--- src/rtl/cae_csr_dispatch.sv ---
// CSR dispatch between the ring agent function interface and up to four CSR slaves.
// One-entry posted buffer, req/ack slave handshake with timeout, sticky error status.
module cae_csr_dispatch #(
  parameter int          NSLV        = 4,
  parameter int          SLV_LSB     = 8,
  parameter int          TIMEOUT_CYC = 255,
  parameter logic [63:0] RD_ERR_DATA = 64'hDEAD_BEEF_DEAD_BEEF
) (
  input  logic                 clk_csr,
  input  logic                 i_csr_reset_n,
  input  logic                 func_wr_valid,
  input  logic                 func_rd_valid,
  input  logic [15:0]          func_address,
  input  logic [63:0]          func_wr_data,
  output logic                 func_ack,
  output logic [63:0]          func_rd_data,
  output logic [NSLV-1:0]      slv_req,
  output logic                 slv_we,
  output logic [7:0]           slv_addr,
  output logic [63:0]          slv_wr_data,
  input  logic [NSLV-1:0]      slv_ack,
  input  logic [64*NSLV-1:0]   slv_rd_data,
  input  logic                 err_clr,
  output logic [2:0]           err_sticky,
  output logic [7:0]           timeout_cnt
);

  localparam logic [7:0]  TMO_LOAD = 8'(TIMEOUT_CYC);
  localparam logic [15:0] OFF_MASK = 16'((32'd1 << SLV_LSB) - 32'd1);

  typedef enum logic [1:0] {
    ST_IDLE,
    ST_ISSUE,
    ST_WAIT,
    ST_RESP
  } state_e;

  state_e state_q, state_d;

  logic        pend_vld_q, pend_vld_d;
  logic        pend_we_q, pend_we_d;
  logic [15:0] pend_addr_q, pend_addr_d;
  logic [63:0] pend_data_q, pend_data_d;

  logic        cur_we_q, cur_we_d;
  logic [1:0]  cur_idx_q, cur_idx_d;
  logic [7:0]  cur_off_q, cur_off_d;
  logic [63:0] cur_data_q, cur_data_d;

  logic [7:0]  timer_q, timer_d;
  logic [63:0] resp_data_q, resp_data_d;
  logic [2:0]  err_q, err_d;
  logic [7:0]  tmo_cnt_q, tmo_cnt_d;

  logic        strobe;
  logic        pop;
  logic        ovf;
  logic        pend_dec_err;
  logic [1:0]  pend_idx;
  logic [7:0]  pend_off;
  logic        wait_ack;
  logic        tmo_hit;
  logic        dec_hit;
  logic [7:0]  tmo_base;

  assign strobe       = func_rd_valid || func_wr_valid;
  assign pop          = (state_q == ST_IDLE) && pend_vld_q;
  // A strobe landing in the pop cycle takes the slot being vacated, so it is not an overflow.
  assign ovf          = strobe && pend_vld_q && !pop;

  assign pend_dec_err = (pend_addr_q >> (SLV_LSB + 2)) != 16'd0;
  assign pend_idx     = 2'((pend_addr_q >> SLV_LSB) & 16'd3);
  assign pend_off     = 8'(pend_addr_q & OFF_MASK);

  assign wait_ack     = (state_q == ST_WAIT) && slv_ack[cur_idx_q];
  assign tmo_hit      = (state_q == ST_WAIT) && !slv_ack[cur_idx_q] && (timer_q <= 8'd1);
  assign dec_hit      = pop && pend_dec_err;

  always_comb begin
    pend_vld_d  = pend_vld_q;
    pend_we_d   = pend_we_q;
    pend_addr_d = pend_addr_q;
    pend_data_d = pend_data_q;
    if (strobe && !ovf) begin
      pend_vld_d  = 1'b1;
      pend_we_d   = !func_rd_valid;
      pend_addr_d = func_address;
      pend_data_d = func_wr_data;
    end else if (pop) begin
      pend_vld_d  = 1'b0;
    end
  end

  always_ff @(posedge clk_csr or negedge i_csr_reset_n) begin
    if (!i_csr_reset_n) begin
      state_q <= ST_IDLE;
    end else begin
      state_q <= state_d;
    end
  end

  always_comb begin
    state_d = state_q;
    unique case (state_q)
      ST_IDLE: begin
        if (pend_vld_q) begin
          state_d = pend_dec_err ? ST_RESP : ST_ISSUE;
        end
      end
      ST_ISSUE: state_d = ST_WAIT;
      ST_WAIT: begin
        if (wait_ack || tmo_hit) begin
          state_d = ST_RESP;
        end
      end
      ST_RESP: state_d = ST_IDLE;
      default: state_d = ST_IDLE;
    endcase
  end

  always_comb begin
    slv_req      = '0;
    slv_we       = 1'b0;
    slv_addr     = '0;
    slv_wr_data  = '0;
    func_ack     = 1'b0;
    func_rd_data = '0;
    if (state_q == ST_ISSUE || state_q == ST_WAIT) begin
      slv_req[cur_idx_q] = 1'b1;
      slv_we             = cur_we_q;
      slv_addr           = cur_off_q;
      slv_wr_data        = cur_data_q;
    end
    if (state_q == ST_RESP && !cur_we_q) begin
      func_ack     = 1'b1;
      func_rd_data = resp_data_q;
    end
  end

  always_comb begin
    cur_we_d    = cur_we_q;
    cur_idx_d   = cur_idx_q;
    cur_off_d   = cur_off_q;
    cur_data_d  = cur_data_q;
    timer_d     = timer_q;
    resp_data_d = resp_data_q;
    if (pop) begin
      cur_we_d   = pend_we_q;
      cur_idx_d  = pend_idx;
      cur_off_d  = pend_off;
      cur_data_d = pend_data_q;
      if (pend_dec_err) begin
        resp_data_d = RD_ERR_DATA;
      end
    end
    if (state_q == ST_ISSUE) begin
      timer_d = TMO_LOAD;
    end else if (state_q == ST_WAIT) begin
      timer_d = timer_q - 8'd1;
      if (wait_ack) begin
        resp_data_d = slv_rd_data[64*cur_idx_q +: 64];
      end else if (tmo_hit) begin
        resp_data_d = RD_ERR_DATA;
      end
    end
  end

  // Clearing happens first so that an error in the clear cycle still leaves its mark.
  always_comb begin
    err_d     = (err_clr ? 3'b000 : err_q) | {ovf, dec_hit, tmo_hit};
    tmo_base  = err_clr ? 8'd0 : tmo_cnt_q;
    tmo_cnt_d = tmo_base;
    if (tmo_hit && tmo_base != 8'hFF) begin
      tmo_cnt_d = tmo_base + 8'd1;
    end
  end

  always_ff @(posedge clk_csr or negedge i_csr_reset_n) begin
    if (!i_csr_reset_n) begin
      pend_vld_q  <= 1'b0;
      pend_we_q   <= 1'b0;
      pend_addr_q <= '0;
      pend_data_q <= '0;
      cur_we_q    <= 1'b0;
      cur_idx_q   <= '0;
      cur_off_q   <= '0;
      cur_data_q  <= '0;
      timer_q     <= '0;
      resp_data_q <= '0;
      err_q       <= '0;
      tmo_cnt_q   <= '0;
    end else begin
      pend_vld_q  <= pend_vld_d;
      pend_we_q   <= pend_we_d;
      pend_addr_q <= pend_addr_d;
      pend_data_q <= pend_data_d;
      cur_we_q    <= cur_we_d;
      cur_idx_q   <= cur_idx_d;
      cur_off_q   <= cur_off_d;
      cur_data_q  <= cur_data_d;
      timer_q     <= timer_d;
      resp_data_q <= resp_data_d;
      err_q       <= err_d;
      tmo_cnt_q   <= tmo_cnt_d;
    end
  end

  assign err_sticky  = err_q;
  assign timeout_cnt = tmo_cnt_q;

endmodule

--- config.mk ---
export PLATFORM = sky130hd
export DESIGN_NAME = cae_csr_dispatch
export DESIGN_NICKNAME = d
export VERILOG_FILES = /design/src/rtl/cae_csr_dispatch.sv
export SDC_FILE = /design/constraint.sdc
export NUM_CORES = 1
export LEC_CHECK = 0
export ABC_AREA = 1
export CAP_MARGIN = 20
export CORE_AREA = 3 3 194 196
export DETAILED_ROUTE_END_ITERATION = 8
export DIE_AREA = 0 0 197 199
export PLACE_DENSITY = 0.75
export SLEW_MARGIN = 40
export SYNTH_ARGS = -nofsm -noshare
export SYNTH_HDL_FRONTEND = slang
export SYNTH_SLANG_ARGS = --single-unit
--- constraint.sdc ---
create_clock -name clk_csr -period 2.23 [get_ports clk_csr]
set_clock_uncertainty 0.05 [all_clocks]
set_input_delay 0.446 -clock clk_csr [delete_from_list [all_inputs] [get_ports clk_csr]]
set_output_delay 0.446 -clock clk_csr [all_outputs]
set_load 0.005 [all_outputs]
==> flow_metrics.tcl, run 1 <==
set metrics [dict create \
    status "complete, but fails checks" \
    violations "setup timing" \
    first_iter_violations 800 \
    final_cell_mix "nand2_1, clkdlybuf4s50_1, dfrtp_1" \
    nets 2642 \
    drt-pass1-iter-count 5 \
    synth_top_family_by_area "simple AND/OR/NAND/NOR gates" \
    cts_buffers 28 \
    cpMostUsedCell "buf_6" \
    dpl_worst_slack_ps -213 \
    worst_pin_slew_ps 555 \
    yosys.area_share.xor_xnor 0.00479 \
    mostFrequentLayoutCell "nand2_1" \
    r2r_slack_ps 120 \
    cp_slowest_cell "dfrtp_1" \
    synthMuxAreaShare 0.00703 \
    p_int_w 0.0179 \
    synthAdderAreaFrac 0.00781 \
    ys.flop_type "dfrtp_1" \
    routed_wl_um 53300 \
    crit_chain "inv_2 -> ha_4 -> buf_8 -> buf_16 -> buf_6 -> buf_6 -> buf_6 -> nand2_2 -> inv_2 -> buf_6" \
    p_leak_nw 10.6 \
    synth-simple-area-share 0.285 \
    synth_edf_count 0 \
    start_util 0.353 \
    period_share 1.14 \
    final_max_slew_viol_count 0 \
    r2r_start "state_q[0]" \
    dp_hpwl_um 37500 \
    gp_congestion 0.983 \
    powerDensity_nw_per_um2 1470 \
    ys_seq_area_frac 0.473 \
    drive_above_1_share 0.257 \
    syn_to_final_growth_pct 63.9 \
    numPortBuffers 497 \
    htreeDepth 1 \
    clk_pin_slew_ps 70 \
    startpoint_type "register" \
    avgSynthCellArea_um2 7.40 \
    max_freq_ghz 0.393 \
    fp.dieW_um 197 \
    io_pins 498 \
    setup_viol 141 \
    grt_use_total 0.253 \
    syn-num-nets 2083 \
    cp.required_ps 1730 \
    peakVddDrop_uv 1190 \
    cp-end-kind "primary output" \
    synthDistinctLibCells 31 \
    seq_power_share 0.248 \
    row_count 70 \
    clock-sinks 242 \
    holdCritPathClass "input port to asynchronous set/reset pin" \
    fillers 3200 \
    grt_pass1_vias 13500 \
    postLayoutCoreUtil 0.579 \
    drc 0 \
    critical_path_class "register to primary output" \
    synth_area_um2 12800 \
    die_h_um 199 \
    netlist_instances 1730 \
    clockPowerShare 0.156 \
    hold_violations 0 \
    clk_path_buf_depth 3 \
    whs_ps 425 \
    slowest_delay_ps 410 \
    worst-r2r-cell-count 14 \
    cts_tree "built" \
    wl_per_cell_um 19.1 \
    maxCapViolations 0 \
    core_area_um2 36300 \
    p_sw_frac 0.421 \
    setup_ws_ps -313 \
    layout_min_cycle_time_ps 2540 \
    synth-compound-area-share 0.110 \
    synth_warnings 0 \
    design.die.area_um2 39200 \
    grt-ovfl-total 0 \
    vias 13600 \
    worstPathMaxFanout 4 \
    tns_ps -27100 \
    place_inst 2659 \
    grt_start_max_net_pins 146 \
    comb_power_share 0.596 \
    grt_pass1_wl_um 77300 \
    ant_nets 0 \
    routed_via_density 4.87 \
    p_sw_w 0.0130 \
    grt_antenna_before_repair 25 \
    grt_setup_unrepaired "true" \
    stdcell_count 2797 \
    synth-seq-cells 242 \
    async_flop_share 1.00 \
    worstPathArrival_ps 2050 \
    insertion_delay_ps 540 \
    relSlewSlack 0.630 \
    ctsRootBufferMaster "clkbuf_16" \
    rr_endpoint "resp_data_q[36]" \
]
## metal layers
metal / wire [µm] / track usage / vias to the layer above
met3: 4440 / 0.0672 / 108
met5: 92 / 0 / -
met4: 2010 / 0.103 / 16
li1: - / - / 6455
met1: 20500 / 0.308 / 6502
met2: 26300 / 0.427 / 549
## cell families (layout without fill, tap and decap cells)
logic type,Yosys count,count (layout)
xor+xnor,7,7
simple gates,910,910
flops,242,242
mux,8,8
compound gates,212,212
buf+inv,343,924
other cells,0,18
fa+ha+maj,8,8
## worst max-delay path, delay by kind of cell, from the launching register on
| family | cells | cell delay (ps) |
|---|---|---|
| adders and majority gates | 1 | 230 |
| buffers and inverters | 8 | 810 |
| and+or+nand+nor | 1 | 40 |
| DFF | 1 | 410 |
## per-stage QoR
step | area (µm²) | total power, W
floorplan | 12800 | 0.0147
global placement | 18600 | 0.0212
detailed placement | 18600 | 0.0216
CTS | 20200 | 0.0286
global route | 21000 | 0.0331
finish | 21000 | 0.0310
## cell usage after synthesis, drive strengths merged, types with 6 or more instances
library cell / number / area share
buf: 58 / 0.029
inv: 243 / 0.071
ha: 8 / 0.0078
o21ai: 89 / 0.035
nand4: 19 / 0.0093
dfrtp: 242 / 0.47
mux2: 8 / 0.0070
nand2: 531 / 0.16
xor2: 6 / 0.0041
clkbuf: 42 / 0.012
nand3: 96 / 0.038
a21oi: 74 / 0.029
nor2: 257 / 0.077
a22oi: 45 / 0.044
## area by class of cell
| class | count | area (µm²) | share of cell area |
|---|---|---|---|
| repair buffers | 629 | 6290 | 0.300 |
| multi-input cells | 1145 | 6120 | 0.291 |
| flip-flops and latches | 242 | 6060 | 0.289 |
| inverters | 243 | 917 | 0.0437 |
| clock buffers | 31 | 743 | 0.0354 |
| well taps | 468 | 586 | 0.0279 |
| clock inverters | 21 | 234 | 0.0111 |
| diodes | 18 | 45.0 | 0.00215 |
## sequential cells by signal, indices dropped and copies added, names as in the netlist
register / flops
cur_off_q: 8
pend_we_q: 1
pend_vld_q: 1
timer_q: 8
cur_data_q: 64
cur_we_q: 1
resp_data_q: 64
pend_data_q: 64
timeout_cnt: 8
pend_addr_q: 16
err_sticky: 3
cur_idx_q: 2
state_q: 2
## repair_timing
item / in CTS / in global routing
pin swaps: 5 / 5
hold buffers: 1 / 0
resized for setup: 500 / 437
setup buffers: 36 / 32
endpoints found under the setup margin: 142 / 145
endpoints found under the hold margin: 53 / 0
cloned: 7 / 3
## worst max path at each step
stage | slack (ps) | endpoint | startpoint | depth (start not counted)
floorplan | 110 | slv_wr_data[50] | state_q[0] | 7
global placement | -180 | slv_req[2] | state_q[0] | 6
detailed placement | -210 | slv_req[3] | state_q[0] | 6
CTS | -500 | slv_wr_data[22] | state_q[1] | 7
global route | -410 | slv_wr_data[57] | state_q[1] | 10
finish | -310 | slv_wr_data[57] | state_q[1] | 10
## power groups by stage
stage / clock (W) / sequential [W] / combinational, W
floorplan: 0 / 0.00702 / 0.00763
global placement: 0 / 0.00739 / 0.0138
detailed placement: 0 / 0.00743 / 0.0141
CTS: 0.00496 / 0.00746 / 0.0162
global route: 0.00514 / 0.00787 / 0.0201
finish: 0.00483 / 0.00768 / 0.0184
Note: power is estimated with default switching activity, not from simulation.
==> inputs of run 2 (changes only) <==
--- a/config.mk
+++ b/config.mk
@@ -10,7 +10,7 @@
 export CORE_AREA = 3 3 194 196
 export DETAILED_ROUTE_END_ITERATION = 8
 export DIE_AREA = 0 0 197 199
-export PLACE_DENSITY = 0.75
+export PLACE_DENSITY = 0.67
 export SLEW_MARGIN = 40
 export SYNTH_ARGS = -nofsm -noshare
 export SYNTH_HDL_FRONTEND = slang
==> constraint.sdc (replaced) <==
create_clock -name clk_csr -period 2.23 [get_ports clk_csr]
set_clock_uncertainty 0.05 [all_clocks]
set_input_delay 0.5575 -clock clk_csr [delete_from_list [all_inputs] [get_ports clk_csr]]
set_output_delay 0.5575 -clock clk_csr [all_outputs]
set_load 0.005 [all_outputs]
==> run 2 against run 1 <==
- first-iteration DRC count down 12%
- the run still ends with setup timing left
- combinational power rose by 3%
- sequential share of layout area down 0.20 points
- sequential power shrank 1%
==> flow_metrics.tcl, run 2 (same netlist as run 1, synthesis figures left out) <==
set metrics [dict create \
    status "complete, but fails checks" \
    violations "setup timing" \
    worstPathArrival_ps 2040 \
    ctsRootBufferMaster "clkbuf_16" \
    routed_via_density 4.86 \
    first_iter_violations 705 \
    htreeDepth 1 \
    cpMostUsedCell "buf_12" \
    slowest_delay_ps 390 \
    worstPathMaxFanout 7 \
    fillers 3163 \
    multi_input_area_um2 6140 \
    crit_chain "ha_2 -> inv_2 -> nor2_4 -> inv_8 -> buf_12 -> buf_12 -> clkbuf_16 -> nor2_2 -> buf_2" \
    layout_min_cycle_time_ps 2650 \
    seq_power_share 0.240 \
    maxCapViolations 0 \
    fp.dieW_um 197 \
    max_freq_ghz 0.377 \
    grt_start_max_net_pins 146 \
    p_int_w 0.0185 \
    hold_end "cur_we_q" \
    drt-pass1-iter-count 5 \
    syn_to_final_growth_pct 65.0 \
    whs_ps 431 \
    wl_per_cell_um 18.5 \
    ant_nets 0 \
    comb_power_share 0.600 \
    regArea_um2 6060 \
    cts_tree "built" \
    r2r_start "state_q[0]" \
    worstHoldPathCells 2 \
    p_total_w 0.0316 \
    mostFrequentLayoutCell "nand2_1" \
    clk_path_buf_depth 3 \
    cts_buffers 28 \
    worst_pin_slew_ps 613 \
    drc 0 \
    grt_setup_unrepaired "true" \
    cp_top_family "buffers and inverters" \
    row_count 70 \
    drive_above_1_share 0.254 \
    core_area_um2 36300 \
    grt_pass1_wl_um 74700 \
    holdCritPathClass "register to register" \
    p_sw_w 0.0130 \
    tns_ps -40660 \
    grt-ovfl-total 0 \
    clockPowerShare 0.160 \
    hold_violations 0 \
    setup_viol 142 \
    insertion_delay_ps 540 \
    grt_pass1_vias 13100 \
    dp_hpwl_um 35800 \
    final_max_slew_viol_count 0 \
    grt_use_total 0.242 \
    period_share 1.19 \
    gp_congestion 0.948 \
    rr_endpoint "resp_data_q[63]" \
    clk_pin_slew_ps 60 \
    cp_slowest_cell "dfrtp_1" \
    start_util 0.353 \
    cp.required_ps 1620 \
    reg.largest.list "cur_data_q (64), pend_data_q (64), resp_data_q (64)" \
    startpoint_type "register" \
    powerDensity_nw_per_um2 1490 \
    numPortBuffers 497 \
    io_pins 498 \
    critical_path_class "register to primary output" \
    p_sw_frac 0.413 \
    p_leak_nw 10.7 \
    relSlewSlack 0.592 \
    path_buf_inv 6 \
    final_cell_mix "nand2_1, clkdlybuf4s50_1, dfrtp_1" \
    die_h_um 199 \
    hp-start "pend_we_q" \
    r2r_slack_ps 180 \
    vias 13500 \
    peakVddDrop_uv 1110 \
    design.die.area_um2 39200 \
    nets 2640 \
    grt_antenna_before_repair 13 \
    routed_wl_um 51600 \
    clock-sinks 242 \
    setup_ws_ps -421 \
    worst-r2r-cell-count 15 \
    cp-end-kind "primary output" \
]
-- run 2: cell count changes in the layout (fill, tap and decap cells not counted), sizes merged --
cell / before / now
buf: 247 / 240
bufinv: 4 / 5
clkbuf: 57 / 68
clkinv: 10 / 4
clkinvlp: 7 / 5
diode: 18 / 8
dlymetal6s2s: 0 / 1
inv: 243 / 242
-- run 2: worst max path at each step --
stage                     depth (start not counted)       start          endpoint
final                                             9  state_q[1]   func_rd_data[8]
after global routing                              7  state_q[0]        slv_req[0]
after CTS                                         7  state_q[1]  func_rd_data[24]
after detailed placement                          6  state_q[1]    slv_wr_data[0]
after global placement                            6  state_q[1]   slv_wr_data[11]
after floorplan                                   7  state_q[0]       slv_addr[0]
-- run 2: what timing repair did --
item,4_1_cts,5_1_grt
hold buffers,1,0
setup buffers,33,29
cloned,6,7
setup endpoints to repair,142,142
resized for setup,431,479
pin swaps,4,6
hold endpoints to repair,54,0
-- run 2: cell type report --
type,count,area share
diodes,8,0.000947
clock buffers,38,0.0388
clock inverters,13,0.00965
inverters,243,0.0439
multi-input cells,1145,0.290
flip-flops and latches,242,0.287
well taps,468,0.0277
repair buffers,627,0.302
-- run 2: layer usage --
| layer | track usage | vias to the layer above | routed length [µm] |
|---|---|---|---|
| met5 | 0 | - | 61 |
| met4 | 0.0776 | 10 | 1730 |
| met3 | 0.0628 | 111 | 4430 |
| met2 | 0.404 | 498 | 25000 |
| met1 | 0.308 | 6461 | 20400 |
| li1 | - | 6442 | - |
-- run 2: worst min-delay path, delay by kind of cell (launching register included) --
family | cells | cell delay (ps)
DFF | 1 | 350
and+or+nand+nor | 2 | 90
-- run 2: power by group through the flow --
stage | combinational (W) | clock, W | sequential, W
finish | 0.0189 | 0.00506 | 0.00757
CTS | 0.0162 | 0.00519 | 0.00739
floorplan | 0.00764 | 0 | 0.00702
detailed placement | 0.0140 | 0 | 0.00732
global placement | 0.0138 | 0 | 0.00727
global route | 0.0206 | 0.00535 | 0.00779
-- run 2: through the flow --
step | util | setup WS [ps] | cell area (µm²) | std cells
after floorplan | - | 80.2 | 12800 | 1730
final | 0.583 | -421 | 21100 | 2784
after global routing | 0.583 | -532 | 21100 | 2784
after CTS | 0.556 | -586 | 20200 | 2745
after global placement | 0.513 | -149 | 18600 | 2654
after detailed placement | 0.513 | -173 | 18600 | 2654
